**config.mk**
```make
export PLATFORM = sky130hd
export DESIGN_NAME = gpio_debounce
export DESIGN_NICKNAME = d
export VERILOG_FILES = /design/src/rtl/gpio_debounce.sv
export SDC_FILE = /design/constraint.sdc
export NUM_CORES = 1
export LEC_CHECK = 0
export ABC_AREA = 1
export BUFFER_PORTS_ARGS = -buffer_cell sky130_fd_sc_hd__buf_2
export CELL_PAD_IN_SITES_DETAIL_PLACEMENT = 2
export CELL_PAD_IN_SITES_GLOBAL_PLACEMENT = 2
export CORE_UTILIZATION = 36
export CTS_CLUSTER_SIZE = 20
export DETAILED_ROUTE_END_ITERATION = 12
export GPL_TIMING_DRIVEN = 1
export PLACE_DENSITY = 0.84
export SYNTH_ARGS = -nofsm -noshare
export SYNTH_HDL_FRONTEND = slang
export SYNTH_SLANG_ARGS = --single-unit
```
**constraint.sdc**
```tcl
create_clock -name clk_sys_i -period 7.9 [get_ports clk_sys_i]
set_input_delay 1.58 -clock clk_sys_i [delete_from_list [all_inputs] [get_ports clk_sys_i]]
set_output_delay 1.58 -clock clk_sys_i [all_outputs]
set_load 0.005 [all_outputs]
```
**src/rtl/gpio_debounce.sv**
```systemverilog
// Per-bit input conditioner: synchroniser chain, debounce counter, clean level and edge pulses.
// Define GPIO_DEBOUNCE_EVT_EN to add sticky per-bit event flags and an interrupt output.
module gpio_debounce #(
    parameter int unsigned Width          = 8,
    parameter int unsigned SyncStages     = 2,
    parameter int unsigned DebounceCycles = 50000
) (
    input  logic             clk_sys_i,
    input  logic             rst_sys_i,
    input  logic [Width-1:0] raw_i,
    output logic [Width-1:0] level_o,
    output logic [Width-1:0] rise_o,
    output logic [Width-1:0] fall_o,
    input  logic [Width-1:0] evt_clr_i,
    output logic [Width-1:0] evt_o,
    output logic             irq_o
);

    localparam int unsigned         CntWidth = $clog2(DebounceCycles + 1);
    localparam logic [CntWidth-1:0] CntLast  = CntWidth'(DebounceCycles - 1);

    logic [SyncStages-1:0][Width-1:0] sync_pipe;
    logic [Width-1:0]                 sync;
    logic [CntWidth-1:0]              cnt [Width];

    always_ff @(posedge clk_sys_i or posedge rst_sys_i) begin
        if (rst_sys_i) begin
            sync_pipe <= '0;
        end else begin
            sync_pipe[0] <= raw_i;
            for (int unsigned s = 1; s < SyncStages; s++) begin
                sync_pipe[s] <= sync_pipe[s-1];
            end
        end
    end

    assign sync = sync_pipe[SyncStages-1];

    // Counter holds how many consecutive cycles sync has disagreed with the accepted level.
    always_ff @(posedge clk_sys_i or posedge rst_sys_i) begin
        if (rst_sys_i) begin
            for (int unsigned b = 0; b < Width; b++) begin
                cnt[b] <= '0;
            end
            level_o <= '0;
            rise_o  <= '0;
            fall_o  <= '0;
        end else begin
            rise_o <= '0;
            fall_o <= '0;
            for (int unsigned b = 0; b < Width; b++) begin
                if (sync[b] == level_o[b]) begin
                    cnt[b] <= '0;
                end else if (cnt[b] == CntLast) begin
                    level_o[b] <= sync[b];
                    cnt[b]     <= '0;
                    rise_o[b]  <= sync[b];
                    fall_o[b]  <= ~sync[b];
                end else begin
                    cnt[b] <= cnt[b] + CntWidth'(1);
                end
            end
        end
    end

`ifdef GPIO_DEBOUNCE_EVT_EN
    logic [Width-1:0] evt;
    logic [Width-1:0] evt_next;
    logic             irq;

    // Set wins over clear: a pulse in the clearing cycle keeps the flag.
    always_comb begin
        evt_next = (evt & ~evt_clr_i) | rise_o | fall_o;
    end

    always_ff @(posedge clk_sys_i or posedge rst_sys_i) begin
        if (rst_sys_i) begin
            evt <= '0;
            irq <= 1'b0;
        end else begin
            evt <= evt_next;
            irq <= |evt_next;
        end
    end

    assign evt_o = evt;
    assign irq_o = irq;
`else
    logic unused_evt_clr;

    assign unused_evt_clr = ^evt_clr_i;
    assign evt_o          = '0;
    assign irq_o          = 1'b0;
`endif

endmodule

```
==> impl_metrics.ini, run 1 <==
[setup_path]
worstPathRequired_ps = 8340
endpoint_kind = asynchronous set/reset pin
worstSetupPathType = in2async
crit_fanout = 103
cp.arrival_ps = 3290
crit_path_start_kind = input pin

[routing]
firstDrtPassIters = 5
route.antenna.remaining_nets = 0
drc_marker_count_from_the_first_detailed_route_iteration = 279
avgRoutedWirePerCell_microns = 16.7
num_vias = 7212
final_routed_wirelength_across_all_metal_layers_mm = 24.2
post_route_drc = 0
route.detailed.vias_per_inst = 4.98

[place]
port_buffers = 33
post-dp-hpwl_mm = 16.2
numPlacedInstances = 1417
pre_cts_ws_ps = 4500
place_congestion = 0.770

[synth]
synth.cell_area_sq_um = 8410
yosys.area.top_type = sky130_fd_sc_hd__dfrtp_1
synthTopCellsByArea = sky130_fd_sc_hd__dfrtp_1, sky130_fd_sc_hd__nor2_1, sky130_fd_sc_hd__nand2_1, sky130_fd_sc_hd__nand3_1, sky130_fd_sc_hd__inv_1
synthDominantCellAreaShare_pct = 50.0
synth_seq_cells = 168
synth_seq_area_share_pct = 50.0
yosysWarningCount = 0
post_synth_inst_count = 1076
yosys.cell_types.count = 28
syn_area_cell_sq_um = 7.82

[floorplan]
design.die.area_sq_um = 24000
top_level_ports = 51
initial_util_pct = 36.9
num_rows = 55
floorplan.die.height_microns = 155
core_region_area_sq_um = 22800
die_width_microns = 155

[clocking]
post_cts_setup_repair_buffer_count = 0
number_of_buffers_inserted_during_clock_tree_synthesis = 17
clockBufferDepth = 2
count_of_hold_buffers_inserted_by_post_cts_repair = 0
cts_resized = 0
cts_tree = yes
number_of_clock_sinks = 168
cts.htree.levels = 4
ctsRootBufferMaster = sky130_fd_sc_hd__clkbuf_16
clk-insertion-delay-late_ps = 430
clk_pin_slew_worst_paths_ps = 70

[hold_path]
worst_hold_path_type = reg2reg

[cells_and_area]
layoutNonFillerInstCount = 1449
final_layout_size_suffix_gt1_share_pct = 8.27
filler_cell_count = 2611
area_grow_syn2layout_pct = 13.7
insertedDiodeCount = 0
postLayoutCoreUtil_pct = 42.0
num-nets-final = 1149

[grt]
global_route_wire_length_before_repair_mm = 41.7
grt_pass1_vias = 8169
grt_max_degree = 104
grtUsageTotal_pct = 21.9
initial_antenna_violation_count = 0
grt_remaining_overflow = 0

[pwr]
pwr-share-comb_pct = 3.5
p_per_area_nw_per_um2 = 196
netSwitchingPower_mw = 0.445
power.ir.vdd_worst_uv = 130
sw_frac_of_total_pct = 23.7
p_leak_nw = 4.58
cellInternalPower_mw = 1.43
p_clk_share_pct = 49.0
sequentialPowerShare_pct = 47.5

[timing]
fin_ws_ps = 5060
relSlewSlack_pct = 34.6
max_freq_mhz = 352
worst_clock_skew_ps = 8.78
fin_crit_sh_pct = 36.0
slew_viol_final = 0
setup_tns_final_ps = 0
rsz0062_at_grt = false
post-route-min-period_ps = 2840
worst_pin_slew_ps = 981
timing_hold_violations_final = 0
finalSetupViolCount = 0

[status]
outcome = complete, no violations

[flow_run]
maxCapViolCount = 0
==> worst max-delay path, stage by stage <==
cell	delay, ps
sky130_fd_sc_hd__buf_2	120
sky130_fd_sc_hd__inv_6	640
sky130_fd_sc_hd__buf_4	840
==> flip-flops by register name (all words and copies together) (netlist names) <==
register,count
cnt,128
sync_pipe,8
level_o,8
fall_o,8
sync,8
rise_o,8
==> synthesized netlist by cell type, drive strengths merged <==
library cell / count
a21o: 1
a21oi: 18
a31oi: 10
buf: 14
conb: 1
dfrtp: 168
ha: 8
inv: 125
nand2: 205
nand3: 96
nand3b: 1
nand4: 20
nor2: 300
nor3: 25
nor3b: 4
o21ai: 3
o21bai: 13
or2: 8
xnor2: 16
xor2: 40
==> logic make-up after synthesis <==
family / share of synthesized area, %
and+or+nand+nor: 33.0
AOI/OAI and AO/OA: 3.24
adders and majority gates: 1.19
xor gates and xnor gates: 5.83
other: 0.0446
DFF: 50.0
buffers and inverters: 6.68
==> per-layer routing <==
| layer | global-route usage (%) | up-vias | routed length, microns |
|---|---|---|---|
| met5 | 0 | - | 0 |
| met4 | 5.80 | 0 | 336 |
| li1 | - | 3455 | - |
| met3 | 3.59 | 32 | 525 |
| met2 | 40.4 | 79 | 12800 |
| met1 | 26.4 | 3646 | 10500 |
==> cell type report <==
class | count | area, sq um | share of cell area, %
well taps | 313 | 392 | 4.09
repair buffers | 34 | 173 | 1.81
multi-input cells | 777 | 3670 | 38.4
clock inverters | 15 | 221 | 2.32
flip-flops and latches | 168 | 4200 | 44.0
clock buffers | 17 | 425 | 4.45
inverters | 125 | 474 | 4.96
==> cell usage in the layout (no fill, tap or decap), types with 2 or more instances in the layout <==
cell type,n
sky130_fd_sc_hd__nor2_1,299
sky130_fd_sc_hd__nand2_1,189
sky130_fd_sc_hd__dfrtp_1,168
sky130_fd_sc_hd__inv_1,121
sky130_fd_sc_hd__nand3_1,94
sky130_fd_sc_hd__xor2_1,40
sky130_fd_sc_hd__buf_2,33
sky130_fd_sc_hd__nor3_1,24
sky130_fd_sc_hd__nand4_1,20
sky130_fd_sc_hd__a21oi_1,18
sky130_fd_sc_hd__clkbuf_16,17
sky130_fd_sc_hd__nand2_2,16
sky130_fd_sc_hd__xnor2_1,16
sky130_fd_sc_hd__o21bai_1,13
sky130_fd_sc_hd__a31oi_1,10
sky130_fd_sc_hd__conb_1,9
sky130_fd_sc_hd__ha_1,8
sky130_fd_sc_hd__clkinv_4,6
sky130_fd_sc_hd__or2_1,4
sky130_fd_sc_hd__nor3b_1,4
sky130_fd_sc_hd__or2_2,4
sky130_fd_sc_hd__bufinv_16,4
sky130_fd_sc_hd__inv_2,3
sky130_fd_sc_hd__inv_6,3
sky130_fd_sc_hd__o21ai_0,2
sky130_fd_sc_hd__nand3_2,2
sky130_fd_sc_hd__clkinvlp_4,2
==> power by group through the flow <==
stage	sequential (mW)	combinational, mW	clock [mW]
floorplan	0.900	0.0489	0
global placement	0.903	0.0614	0
detailed placement	0.904	0.0654	0
CTS	0.889	0.0687	0.939
global route	0.891	0.0764	0.969
finish	0.889	0.0656	0.918
==> per-stage QoR <==
step,area [sq um],hold slack [ps],power [mW]
after floorplan,8440,331,0.949
after global placement,8920,332,0.964
after CTS,9560,357,1.90
after global routing,9560,364,1.94
final,9560,352,1.87
after detailed placement,8920,338,0.970
==> worst paths after layout <==
check | start | endpoint | slack (ps) | depth (start not counted)
min in group asynchronous | rst_sys_i | cnt[76] | 1350 | 2
min reg2reg | sync_pipe[1] | sync[1] | 350 | 0
max in group clk_sys_i | level_o[4] | level_o[4] | 5320 | 1
min | sync_pipe[1] | sync[1] | 350 | 0
max reg2reg | cnt[80] | rise_o[2] | 6230 | 5
max | rst_sys_i | cnt[49] | 5060 | 3
Power figures use the tool's default switching activity.
==> run 2, diff against run 1 <==
Settings changed: ABC_AREA 1 to 0, PLACE_DENSITY 0.84 to 0.81.
Clock period 7.9 ns to 2.55 ns, I/O delays scaled along.
==> run 2 against run 1 <==
Compared with the run above: synthesized cell count shrank 33%; sequential power grew to 3.1 times the previous value; count of clock-buffer cells in the layout grew 3; critical path depth grew 2; largest power group is now sequential cells.
==> impl_metrics.ini, run 2 <==
[synth]
dominantRegCellSynth = sky130_fd_sc_hd__dfrtp_1
synth_commonest_cells = sky130_fd_sc_hd__dfrtp_1, sky130_fd_sc_hd__nor2_1, sky130_fd_sc_hd__xnor2_1
post_synth_inst_count = 718
synth_seq_area_share_pct = 55.4
synth-async-reset-ratio_pct = 100
synth_edf_count = 0
yosys.area.top_type = sky130_fd_sc_hd__dfrtp_1
yosysWarningCount = 0
synth.cell_area_sq_um = 7580
synthTopCellsByArea = sky130_fd_sc_hd__dfrtp_1, sky130_fd_sc_hd__xnor2_1, sky130_fd_sc_hd__nor2_1, sky130_fd_sc_hd__xor2_1, sky130_fd_sc_hd__nor4_1
synth_seq_cells = 168
yosys.cell_types.count = 35
yosysMostFrequentCell = sky130_fd_sc_hd__dfrtp_1
syn_area_cell_sq_um = 10.6
synthDominantCellAreaShare_pct = 55.4

[floorplan]
core_region_area_sq_um = 20400
top_level_ports = 51
die_width_microns = 147
num_rows = 52
floorplan.die.height_microns = 147
design.die.area_sq_um = 21700
initial_util_pct = 37.1

[pwr]
cellInternalPower_mw = 4.07
power.ir.vdd_worst_uv = 467
p_leak_nw = 3.54
p_clk_share_pct = 45.2
sw_frac_of_total_pct = 23.9
p_per_area_nw_per_um2 = 619
netSwitchingPower_mw = 1.28
pwr-share-comb_pct = 3.3
sequentialPowerShare_pct = 51.5

[grt]
grt_pass1_vias = 6372
grt_max_degree = 73
initial_antenna_violation_count = 0
grt_remaining_overflow = 0
grtUsageTotal_pct = 18.6
global_route_wire_length_before_repair_mm = 32.1

[setup_path]
crit_cells = 5
worst_path_largest_cell_delay_ps = 510
reg2reg_depth = 5
endpoint_kind = flop
r2r_slack_ps = 480
crit_path_start_kind = flop
crit_fanout = 15
crit_path_top_delay_cell = sky130_fd_sc_hd__nand2_1
worstPathRequired_ps = 2840
worstSetupPathType = reg2reg
top_cell_family_by_delay_on_the_critical_path = simple AND/OR/NAND/NOR gates
r2r-end = cnt[110]
r2r_start = cnt[96]
critical_path_buf_inv_count = 0
cp.arrival_ps = 2370
path_cells = ha_1, nand3_1, nand4b_1, nand2_1, nor2_1

[timing]
setup_tns_final_ps = 0
relSlewSlack_pct = 58.4
max_freq_mhz = 482
worst_pin_slew_ps = 623
slew_viol_final = 0
fin_crit_sh_pct = 81.3
timing_hold_violations_final = 0
worst_clock_skew_ps = 14.3
finalSetupViolCount = 0
post-route-min-period_ps = 2070
finalHoldWorstSlack_ps = 158
rsz0062_at_grt = false

[routing]
firstDrtPassIters = 4
final_routed_wirelength_across_all_metal_layers_mm = 18.6
drc_marker_count_from_the_first_detailed_route_iteration = 140
avgRoutedWirePerCell_microns = 17.7
route.detailed.vias_per_inst = 5.23
route.antenna.remaining_nets = 0
num_vias = 5489
post_route_drc = 0

[clocking]
post_cts_setup_repair_buffer_count = 0
clockBufferDepth = 2
clk_pin_slew_worst_paths_ps = 70
cts_tree = yes
cts.htree.levels = 4
number_of_buffers_inserted_during_clock_tree_synthesis = 17
count_of_hold_buffers_inserted_by_post_cts_repair = 0
clk-insertion-delay-late_ps = 440
cts_resized = 0
ctsRootBufferMaster = sky130_fd_sc_hd__clkbuf_16
number_of_clock_sinks = 168

[status]
outcome = complete, no violations

[cells_and_area]
area_grow_syn2layout_pct = 14.0
largest_register = cnt
area_taken_by_flip_flops_and_latches_sq_um = 4200
filler_cell_count = 2147
multi_input_area_sq_um = 3230
layout_commonest_cell = sky130_fd_sc_hd__dfrtp_1
num-nets-final = 793
number_of_flip_flops_in_the_largest_register = 128
layoutNonFillerInstCount = 1050
fin_area_sq_um = 8650
postLayoutCoreUtil_pct = 42.3
insertedDiodeCount = 0
final_cell_mix = sky130_fd_sc_hd__dfrtp_1, sky130_fd_sc_hd__nor2_1, sky130_fd_sc_hd__xnor2_1, sky130_fd_sc_hd__nand2_1, sky130_fd_sc_hd__nand3_1
final_layout_size_suffix_gt1_share_pct = 11.0

[place]
post-dp-hpwl_mm = 12.5
placement.cell_area_sq_um = 8100
place_congestion = 0.802
port_buffers = 33
numPlacedInstances = 1018

[flow_run]
maxCapViolCount = 0

[hold_path]
worst_hold_path_type = in2async
[run 2: cells by family after synthesis]
kind of cell | synth area share [%]
AO/OA/AOI/OAI | 1.27
XOR/XNOR | 13.4
adder cells (fa/ha/maj) | 1.32
buffers and inverters | 2.36
flip-flops | 55.4
multiplexers | 1.19
other | 0.0494
AND/OR/NAND/NOR | 25.0
[run 2: final cells by class]
cell class / instances / area share [%]
clock buffers: 20 / 5.28
clock inverters: 12 / 1.09
inverters: 18 / 0.825
multi-input cells: 521 / 37.4
flip-flops and latches: 168 / 48.6
well taps: 270 / 3.91
repair buffers: 41 / 2.89
[run 2: power groups by stage]
stage	combinational (mW)	clock, mW	sequential, mW
floorplan	0.126	0	2.79
detailed placement	0.182	0	2.80
CTS	0.183	2.49	2.76
global route	0.202	2.61	2.76
finish	0.175	2.42	2.76
global placement	0.164	0	2.80
[run 2: per-stage QoR]
stage	total power, mW	worst slack, ps
floorplan	2.92	-101
global placement	2.96	634
detailed placement	2.99	481
CTS	5.43	435
global route	5.57	253
finish	5.35	477
[run 2: how the worst max path moves through the flow]
stage                         start  endpoint  slack [ps]
after detailed placement    cnt[96]  cnt[110]         480
after global routing       cnt[112]  cnt[123]         250
final                       cnt[96]  cnt[110]         480
after CTS                   cnt[96]  cnt[110]         440
after floorplan           rst_sys_i    cnt[0]        -100
after global placement     cnt[112]  cnt[123]         630
[run 2: per-layer routing]
metal | wire [microns] | track usage (%) | vias to the layer above
met5 | 0 | 0 | -
met4 | 254 | 5.93 | 0
met3 | 310 | 3.23 | 18
met2 | 9870 | 34.0 | 52
met1 | 8200 | 22.0 | 2874
li1 | - | - | 2545
